### src/rtl/riscv_pkg.sv
// Shared core types: trace capture record, packer FSM states and header layout.
package riscv_pkg;

    localparam int unsigned XLEN        = 32;
    localparam int unsigned SEQ_W       = 8;
    localparam int unsigned RADDR_W     = 5;
    localparam int unsigned TWORD_W     = 32;
    localparam int unsigned HDR_SEQ_LSB = 24;
    localparam int unsigned HDR_RD_LSB  = 8;
    localparam int unsigned HDR_RDV_BIT = 1;
    localparam int unsigned HDR_MW_BIT  = 0;

    typedef struct packed {
        logic [SEQ_W-1:0]   seq;
        logic [XLEN-1:0]    pc;
        logic [XLEN-1:0]    instr;
        logic [RADDR_W-1:0] reg_addr;
        logic [XLEN-1:0]    reg_data;
        logic               mem_wrt;
        logic [XLEN-1:0]    mem_addr;
        logic [XLEN-1:0]    mem_data;
    } trace_rec_t;

    localparam int unsigned TRACE_REC_W = $bits(trace_rec_t);

    typedef enum logic [2:0] {
        TS_IDLE,
        TS_HDR,
        TS_PC,
        TS_INSTR,
        TS_RDATA,
        TS_MADDR,
        TS_MDATA
    } trace_state_e;

    function automatic logic [TWORD_W-1:0] trace_hdr(input trace_rec_t r);
        logic [TWORD_W-1:0] w;
        w                          = '0;
        w[HDR_SEQ_LSB +: SEQ_W]    = r.seq;
        w[HDR_RD_LSB +: RADDR_W]   = r.reg_addr;
        w[HDR_RDV_BIT]             = (r.reg_addr != '0);
        w[HDR_MW_BIT]              = r.mem_wrt;
        return w;
    endfunction

    // Word presented on the stream while the packer sits in state s.
    function automatic logic [TWORD_W-1:0] trace_word(input trace_state_e s, input trace_rec_t r);
        logic [TWORD_W-1:0] w;
        w = '0;
        case (s)
            TS_HDR:   w = trace_hdr(r);
            TS_PC:    w = TWORD_W'(r.pc);
            TS_INSTR: w = TWORD_W'(r.instr);
            TS_RDATA: w = TWORD_W'(r.reg_data);
            TS_MADDR: w = TWORD_W'(r.mem_addr);
            TS_MDATA: w = TWORD_W'(r.mem_data);
            default:  w = '0;
        endcase
        return w;
    endfunction

    function automatic logic trace_is_last(input trace_state_e s, input trace_rec_t r);
        logic l;
        l = 1'b0;
        case (s)
            TS_INSTR: l = (r.reg_addr == '0) && !r.mem_wrt;
            TS_RDATA: l = !r.mem_wrt;
            TS_MDATA: l = 1'b1;
            default:  l = 1'b0;
        endcase
        return l;
    endfunction

endpackage

### src/rtl/sync_fifo.sv
// Single-clock FIFO, no fall-through; also exposes the head entry as it will be after this edge.
module sync_fifo #(
    parameter int unsigned WIDTH = 8,
    parameter int unsigned DEPTH = 8
) (
    input  logic                     clk_i,
    input  logic                     rstn_i,
    input  logic                     push_i,
    input  logic [WIDTH-1:0]         wdata_i,
    input  logic                     pop_i,
    output logic [WIDTH-1:0]         rdata_o,
    output logic [WIDTH-1:0]         rdata_nxt_o,
    output logic                     full_o,
    output logic                     empty_o,
    output logic [$clog2(DEPTH):0]   count_o
);

    localparam int unsigned AW = $clog2(DEPTH);
    localparam int unsigned CW = AW + 1;

    logic [WIDTH-1:0] mem_q [DEPTH];
    logic [AW-1:0]    wr_ptr_q, wr_ptr_d;
    logic [AW-1:0]    rd_ptr_q, rd_ptr_d;
    logic [CW-1:0]    cnt_q, cnt_d;

    always_ff @(posedge clk_i) begin
        if (push_i) begin
            mem_q[wr_ptr_q] <= wdata_i;
        end
    end

    // Pointers wrap naturally because DEPTH is a power of two.
    always_comb begin
        wr_ptr_d = wr_ptr_q + AW'(push_i);
        rd_ptr_d = rd_ptr_q + AW'(pop_i);
        cnt_d    = cnt_q + CW'(push_i) - CW'(pop_i);
    end

    always_ff @(posedge clk_i or negedge rstn_i) begin
        if (!rstn_i) begin
            wr_ptr_q <= '0;
            rd_ptr_q <= '0;
            cnt_q    <= '0;
        end else begin
            wr_ptr_q <= wr_ptr_d;
            rd_ptr_q <= rd_ptr_d;
            cnt_q    <= cnt_d;
        end
    end

    // If the FIFO drains to nothing on this edge, the incoming word becomes the new head.
    always_comb begin
        rdata_o     = mem_q[rd_ptr_q];
        rdata_nxt_o = mem_q[rd_ptr_d];
        if (push_i && (cnt_q == CW'(pop_i))) begin
            rdata_nxt_o = wdata_i;
        end
    end

    assign full_o  = (cnt_q == CW'(DEPTH));
    assign empty_o = (cnt_q == '0);
    assign count_o = cnt_q;

endmodule

### src/rtl/trace_packer.sv
// Retirement-trace capture: buffers commit records and serialises each as a 3..6 word packet.
module trace_packer
    import riscv_pkg::*;
#(
    parameter int unsigned DEPTH = 8,
    parameter int unsigned CNT_W = 16
) (
    input  logic                    clk_i,
    input  logic                    rstn_i,
    input  logic                    update_i,
    input  logic [XLEN-1:0]         pc_i,
    input  logic [XLEN-1:0]         instr_i,
    input  logic [4:0]              reg_addr_i,
    input  logic [XLEN-1:0]         reg_data_i,
    input  logic                    mem_wrt_i,
    input  logic [XLEN-1:0]         mem_addr_i,
    input  logic [XLEN-1:0]         mem_data_i,
    output logic                    trace_valid_o,
    output logic [31:0]             trace_data_o,
    output logic                    trace_last_o,
    input  logic                    trace_ready_i,
    output logic [$clog2(DEPTH):0]  level_o,
    output logic                    overflow_o,
    output logic [CNT_W-1:0]        drop_cnt_o
);

    localparam int unsigned LVL_W = $clog2(DEPTH) + 1;

    trace_state_e       state_q, state_d;
    logic [SEQ_W-1:0]   seq_q;
    logic [CNT_W-1:0]   drop_q;
    logic               ovf_q;
    logic               valid_q, valid_d;
    logic [31:0]        data_q, data_d;
    logic               last_q, last_d;

    trace_rec_t         rec_in, head, head_nxt;
    logic [TRACE_REC_W-1:0] fifo_rdata, fifo_rdata_nxt;
    logic               fifo_full, fifo_empty, fifo_push;
    logic [LVL_W-1:0]   fifo_count;
    logic               fire, pkt_done, more_pkts;
    trace_state_e       end_state;

    assign rec_in = '{seq:      seq_q,
                      pc:       pc_i,
                      instr:    instr_i,
                      reg_addr: reg_addr_i,
                      reg_data: reg_data_i,
                      mem_wrt:  mem_wrt_i,
                      mem_addr: mem_addr_i,
                      mem_data: mem_data_i};

    // A full FIFO still takes a record when the head's last word leaves on the same edge.
    assign fire      = valid_q && trace_ready_i;
    assign pkt_done  = fire && last_q;
    assign fifo_push = update_i && (!fifo_full || pkt_done);

    sync_fifo #(
        .WIDTH (TRACE_REC_W),
        .DEPTH (DEPTH)
    ) u_fifo (
        .clk_i       (clk_i),
        .rstn_i      (rstn_i),
        .push_i      (fifo_push),
        .wdata_i     (rec_in),
        .pop_i       (pkt_done),
        .rdata_o     (fifo_rdata),
        .rdata_nxt_o (fifo_rdata_nxt),
        .full_o      (fifo_full),
        .empty_o     (fifo_empty),
        .count_o     (fifo_count)
    );

    assign head      = fifo_rdata;
    assign head_nxt  = fifo_rdata_nxt;
    assign more_pkts = (fifo_count > LVL_W'(1)) || fifo_push;
    assign end_state = more_pkts ? TS_HDR : TS_IDLE;

    // State and registered stream outputs.
    always_ff @(posedge clk_i or negedge rstn_i) begin
        if (!rstn_i) begin
            state_q <= TS_IDLE;
            valid_q <= 1'b0;
            data_q  <= '0;
            last_q  <= 1'b0;
        end else begin
            state_q <= state_d;
            valid_q <= valid_d;
            data_q  <= data_d;
            last_q  <= last_d;
        end
    end

    // Next-state: walk the packet words, skipping the optional ones by record flags.
    always_comb begin
        state_d = state_q;
        case (state_q)
            TS_IDLE:  if (!fifo_empty || fifo_push) state_d = TS_HDR;
            TS_HDR:   if (fire) state_d = TS_PC;
            TS_PC:    if (fire) state_d = TS_INSTR;
            TS_INSTR: if (fire) begin
                if (head.reg_addr != '0) state_d = TS_RDATA;
                else if (head.mem_wrt)   state_d = TS_MADDR;
                else                     state_d = end_state;
            end
            TS_RDATA: if (fire) state_d = head.mem_wrt ? TS_MADDR : end_state;
            TS_MADDR: if (fire) state_d = TS_MDATA;
            TS_MDATA: if (fire) state_d = end_state;
            default:  state_d = TS_IDLE;
        endcase
    end

    // Outputs decoded one cycle ahead from the next state and next head record.
    always_comb begin
        valid_d = (state_d != TS_IDLE);
        data_d  = '0;
        last_d  = 1'b0;
        if (valid_d) begin
            data_d = trace_word(state_d, head_nxt);
            last_d = trace_is_last(state_d, head_nxt);
        end
    end

    // Sequence counts every commit, dropped or not, so gaps reveal losses.
    always_ff @(posedge clk_i or negedge rstn_i) begin
        if (!rstn_i) begin
            seq_q  <= '0;
            drop_q <= '0;
            ovf_q  <= 1'b0;
        end else begin
            if (update_i) begin
                seq_q <= seq_q + SEQ_W'(1);
            end
            if (update_i && !fifo_push) begin
                ovf_q <= 1'b1;
                if (drop_q != {CNT_W{1'b1}}) begin
                    drop_q <= drop_q + CNT_W'(1);
                end
            end
        end
    end

    assign trace_valid_o = valid_q;
    assign trace_data_o  = data_q;
    assign trace_last_o  = last_q;
    assign level_o       = fifo_count;
    assign overflow_o    = ovf_q;
    assign drop_cnt_o    = drop_q;

endmodule

### config.mk
export PLATFORM = sky130hd
export DESIGN_NAME = trace_packer
export DESIGN_NICKNAME = d
export VERILOG_FILES = /design/src/rtl/riscv_pkg.sv /design/src/rtl/sync_fifo.sv /design/src/rtl/trace_packer.sv
export SDC_FILE = /design/constraint.sdc
export NUM_CORES = 2
export LEC_CHECK = 0
export ABC_AREA = 0
export CAP_MARGIN = 20
export CORE_MARGIN = 5
export CORE_UTILIZATION = 50
export DETAILED_ROUTE_END_ITERATION = 12
export PLACE_DENSITY = 0.73
export SKIP_LAST_GASP = 1
export SLEW_MARGIN = 15
export SYNTH_ARGS = -nofsm -noshare
export SYNTH_HDL_FRONTEND = slang
export SYNTH_SLANG_ARGS = --single-unit
### constraint.sdc
create_clock -name clk_i -period 25.9 [get_ports clk_i]
set_input_delay 3.885 -clock clk_i [delete_from_list [all_inputs] [get_ports clk_i]]
set_output_delay 3.885 -clock clk_i [all_outputs]
set_load 0.01 [all_outputs]
# After elaboration in Yosys (flattened, before gate mapping)
# Memories as Yosys holds them, arrays and structs flattened.
# Index checks and enable logic that the tools add are counted.
# Widths: inputs -> output; s select.
# word_totals
out_inout_bits,55
mem_bits_rw,1392
memories,1
elab_cells,71
reg_bits,72
# classes
addsub,6
n_mux,18
n_reduce_logical,20
order_cmp,1
eq_ne,15
# mem_list
memory,words,width,read_ports,rd_clocked_by_memory_dff,write_ports,line_no,rtl
u_fifo.mem_q,8,174,2,0,1,sync_fifo.sv:21,logic [WIDTH-1:0] mem_q [DEPTH];
# op_table
op,count
$pmux 32 s6,1
$mux 174,1
$mux 32,1
$mux 3,9
$pmux 3 s7,1
$eq 3x3->1 const B,6
$add 16x1->16 const B,1
$ne 16x16->1 const B,1
$eq 3x2->1 const B,4
$reduce_bool 5->1,2
$add 8x1->8 const B,1
$add 3x1->3,2
$eq 3x1->1 const B,2
$logic_and 1x1->1,6
$logic_not 5->1,1
$add 4x1->4,1
$eq 4x1->1,1
$eq 4x4->1 const B,1
$gt 4x1->1 const B,1
$logic_not 1->1,4
$logic_not 4->1,1
$mux 1,4
$sub 4x1->4,1
$logic_not 3->1,1
other kinds (4),6

# Depth between registers and ports, before layout
# logic_depth
word_depth,13
mapped_depth,15

# By module
# From an unflattened synthesis, not the netlist that was laid out.
# unflattened
cells_unflattened,3985
hier_area_um2,70153.5
# modules_own_cells
mod,cells_per_inst,seq_area_each_um2,n_inst,area_per_inst_um2
sync_fifo,3651,42050.3,1,66709.0
trace_packer,334,1551.5,1,3444.6

# Worst setup path before layout
# Ideal clock, no wire load.
# synth_timing
kind,input port to flip-flop
start,input port update_i
end,"memory u_fifo.mem_q[0][0] (netlist bit), enable pin"
slack_ns,4.112
required_time_ns,24.767
path_stages,3
arrival_ns,20.655
path_cell_list,clkbuf_1 o21ai_4 nor4_1
# synth_via
elab_chain_cells,3
# synth_rtl
element,line_no,rtl
"start, declared",trace_packer.sv:10,"input logic update_i,"
$logic_and 1x1->1,trace_packer.sv:56,assign fifo_push = update_i && (!fifo_full || pkt_done);
$mux 1,sync_fifo.sv:27,if (push_i) begin
$mux 1 (not written as such),sync_fifo.sv:28,mem_q[wr_ptr_q] <= wdata_i;
"end, declared",sync_fifo.sv:21,
# No other way between the ends.

# Final worst setup path
# layout_timing
start,input port trace_ready_i
end,register data_q[1] (netlist: trace_data_o[1])
# layout_via
word_cells_on_any_way,32
# layout_rtl
element,line_no,rtl
"start, declared",trace_packer.sv:21,"input logic trace_ready_i,"
$logic_and 1x1->1 (*),trace_packer.sv:54,assign fire = valid_q && trace_ready_i;
$logic_and 1x1->1 (*),trace_packer.sv:55,assign pkt_done = fire && last_q;
$add 3x1->3 (*),sync_fifo.sv:35,rd_ptr_d = rd_ptr_q + AW'(pop_i);
named net u_fifo.rd_ptr_d[0],sync_fifo.sv:23,"logic [AW-1:0] rd_ptr_q, rd_ptr_d;"
$mem_v2 8x174 (*),n/a,
$mux 174 (*),sync_fifo.sv:55,if (push_i && (cnt_q == CW'(pop_i))) begin
$reduce_bool 5->1,riscv_pkg.sv:41,w[HDR_RDV_BIT] = (r.reg_addr != '0);
$pmux 32 s6 (*),riscv_pkg.sv:50,case (s)
$mux 32 (*),trace_packer.sv:118,if (valid_d) begin
named net data_d[1],trace_packer.sv:34,"logic [31:0] data_q, data_d;"
"end signal, assigned",trace_packer.sv:89,data_q <= data_d;
"end, declared",trace_packer.sv:34,
# Mark *: on every way through the listed nets, which the timed path passes. The rest lies on a longest branch.
# A chain may end at the register's enable or synchronous reset.

==> impl_metrics.env <==
export IMPL_syn_nets=2995
export IMPL_dpl_hpwl_mm=74.8
export IMPL_crit_required_ns=26.51
export IMPL_start_kind="input pin"
export IMPL_grt_pass1_wl_mm=203
export IMPL_clk_latency_ns=0.76
export IMPL_hold_viol_final=0
export IMPL_grt_antenna_before_repair=29
export IMPL_finalSetupViolCount=0
export IMPL_fp_row_count=124
export IMPL_syn2layout_area_growth_pct=15.2
export IMPL_ys_types=62
export IMPL_finalClockSkew_ns=0.0289
export IMPL_vias_per_cell=6.18
export IMPL_ys_dominant_reg_cell="edfxtp_1"
export IMPL_ir_drop_uv=128
export IMPL_cts_max_level=4
export IMPL_yosys_warnings=0
export IMPL_yosysMostFrequentCell="edfxtp_1"
export IMPL_finalInstanceArea_um2=66500
export IMPL_timing_final_crit_share_pct=36.8
export IMPL_synthCells=2811
export IMPL_critPathArrivalTime_ns=10.14
export IMPL_clkSlewWorstSetupHoldPaths_ns=0.06
export IMPL_ant_nets=0
export IMPL_area_sequential_um2=43600
export IMPL_setup_tns_ns=0
export IMPL_total_power_mw=7.79
export IMPL_placed_cell_area_um2=61700
export IMPL_cap_violations=0
export IMPL_yosysTopAreaCellShare_pct=72.4
export IMPL_cts_hold_buf=0
export IMPL_multi_input_area_um2=13500
export IMPL_grt_use_met3_pct=5.05
export IMPL_maxSlewViolCount=0
export IMPL_timing_final_ws_setup_ns=16.37
export IMPL_synth_area_per_cell_um2=20.5
export IMPL_grtUsageMet1_pct=29.9
export IMPL_reg2reg_to="trace_data_o[1]$_DFF_PN0_"
export IMPL_rsz0062_at_grt="false"
export IMPL_portBuffers=224
export IMPL_cts_buffers=144
export IMPL_run_status="finished clean"
export IMPL_dieArea_um2=122000
export IMPL_grt_pass1_vias=29900
export IMPL_tightest_slew_ns=1.12
export IMPL_cts_max_path_buffers=3
export IMPL_rr_startpoint="trace_last_o$_DFF_PN0_"
export IMPL_gp_congestion=0.837
export IMPL_fp_dieH_um=350
export IMPL_fmax_ghz=0.105
export IMPL_syn_area_um2=57700
export IMPL_cts_setup_buffers=0
export IMPL_worstSetupEndpoint="trace_data_o[1]$_DFF_PN0_"
export IMPL_initial_core_util_pct=50.4
export IMPL_seq_area_frac_synth_pct=75.5
export IMPL_ys_async_sr_fraction_pct=4.92
export IMPL_min_path_type="flop to flop"
export IMPL_synth_edff_count=1392
export IMPL_fillCellCount=8161
export IMPL_cts_tree="done"
export IMPL_crit_type="input pin to flop"
export IMPL_vias=29100
export IMPL_power_density_nw_per_um2=117
export IMPL_yosysTopAreaCell="edfxtp_1"
export IMPL_grt_busiest_layer="met2"
export IMPL_first_pass_iters=6
export IMPL_fin_crit_ns=9.53
export IMPL_slew_headroom_pct=25.4
export IMPL_die_width_um=350
export IMPL_cts_resized=0
export IMPL_num_io_pins=225
export IMPL_cp_end_kind="flop"
export IMPL_drc_errors=0
export IMPL_dp_slack_ns=15.48
export IMPL_crit_start="trace_ready_i"
export IMPL_total_leakage_power_nw=21.3
export IMPL_drt_wl_total_mm=137
export IMPL_r2r_cells=14
export IMPL_core_um2=115000
export IMPL_clock_sinks=1464
export IMPL_ctsRootBufferMaster="clkbuf_16"
export IMPL_yosys_top_cells_area="edfxtp_1 72%, mux4_2 14%, mux2i_1 3.3%"
export IMPL_nNetsFinal=3250
export IMPL_drive_above_1_share_pct=20.3
export IMPL_critPathMaxFanout=105
export IMPL_grt_use_met2_pct=38.3
export IMPL_synth_seq_cells=1464
export IMPL_yosys_top_cells_count="1392 x edfxtp_1, 350 x mux4_2, 189 x mux2i_1"
export IMPL_rrSetupSlack_ns=19.55
export IMPL_grt_max_degree=171
export IMPL_avgRoutedWirePerCell_um=29.1
export IMPL_grt_usage_pct=22.5
export IMPL_drtIter0Drc=3118
export IMPL_gr_total_overflow=0
==> worst max-delay path: stages <==
cell and delay [ns]:
clkdlybuf4s50_1 0.47, nand3_1 0.16, inv_2 0.10, ha_4 0.73, buf_4 0.77, buf_4 0.76
buf_12 0.59, buf_12 0.74, mux4_2 0.59, mux2i_1 0.17, nand2_1 0.07, o21ai_0 0.13
o22ai_1 0.22, a221oi_1 0.28, o21ai_1 0.10
==> power by group <==
group          internal [mW]  switching [mW]  total [mW]
Combinational           1.14            1.41        2.55
Sequential              3.01           0.142        3.15
Clock                   1.20           0.895        2.10
Total                   5.35            2.44        7.79
==> flip-flops by register name, indices dropped and copies added (netlist names), 3 cells and up <==
name,cells
u_fifo.count_o,4
seq_q,8
u_fifo.mem_q,1392
trace_data_o,32
u_fifo.wr_ptr_q,3
drop_cnt_o,16
u_fifo.rd_ptr_q,3
state_q,3
==> placed cells by master (no fill, tap or decap), types with 5 or more instances in the layout <==
| cell type | n |
|---|---|
| nand2_1 | 149 |
| inv_1 | 12 |
| xnor2_1 | 16 |
| a221o_1 | 17 |
| nand3_1 | 14 |
| clkbuf_8 | 6 |
| buf_12 | 10 |
| nand4_1 | 13 |
| a221oi_1 | 8 |
| o211a_1 | 7 |
| clkinv_2 | 29 |
| a31oi_1 | 9 |
| inv_16 | 5 |
| ha_1 | 11 |
| edfxtp_1 | 1392 |
| clkdlybuf4s50_1 | 223 |
| clkbuf_1 | 19 |
| o21ai_1 | 9 |
| clkbuf_16 | 144 |
| diode_2 | 13 |
| nor4_1 | 9 |
| o21ai_0 | 122 |
| o22ai_1 | 35 |
| a21oi_1 | 66 |
| nor2_1 | 65 |
| buf_4 | 32 |
| dfrtp_1 | 72 |
| nor3_1 | 6 |
| bufinv_16 | 15 |
| mux2_2 | 10 |
| mux2i_1 | 189 |
| clkinv_1 | 23 |
| inv_6 | 7 |
| xor2_1 | 8 |
| mux4_2 | 350 |
==> final cells by class <==
cell class              count  share of cell area [%]
multi-input cells        1177                    20.3
clock buffers             169                    5.65
repair buffers            265                    4.02
clock inverters            89                    1.49
flip-flops and latches   1464                    65.5
well taps                1512                    2.84
diodes                     13                  0.0489
inverters                  14                  0.0828
==> layer usage <==
layer / up-vias / share of wire, %
met5: - / 0.074
met4: 18 / 2.3
met3: 250 / 7.8
met2: 1275 / 51
met1: 15400 / 39
li1: 12200 / -
==> worst min-delay path by stage <==
| stage | start | to | slack (ns) | cells after the start |
|---|---|---|---|---|
| finish | overflow_o$_DFFE_PN0P_ | overflow_o$_DFFE_PN0P_ | 0.48 | 1 |
| global route | overflow_o$_DFFE_PN0P_ | overflow_o$_DFFE_PN0P_ | 0.50 | 1 |
| CTS | overflow_o$_DFFE_PN0P_ | overflow_o$_DFFE_PN0P_ | 0.48 | 1 |
| detailed placement | overflow_o$_DFFE_PN0P_ | overflow_o$_DFFE_PN0P_ | 0.47 | 1 |
| global placement | overflow_o$_DFFE_PN0P_ | overflow_o$_DFFE_PN0P_ | 0.46 | 1 |
| floorplan | overflow_o$_DFFE_PN0P_ | overflow_o$_DFFE_PN0P_ | 0.50 | 1 |
==> metrics by stage <==
step	hold WS (ns)	util, %	instances
floorplan	0.504	-	2811
global placement	0.457	53.9	4432
detailed placement	0.467	53.9	4432
CTS	0.482	58.1	4690
global route	0.504	58.1	4693
finish	0.477	58.1	4703
==> cells by family after synthesis <==
kind of cell / after synthesis / share of synthesized area, %
flops: 1464 / 75.5
buf+inv: 170 / 1.29
fa+ha+maj: 14 / 0.316
xor+xnor: 25 / 0.379
mux: 551 / 17.2
simple gates: 294 / 2.26
compound gates: 293 / 3.06
No activity file was read; power rests on OpenSTA's default activity.
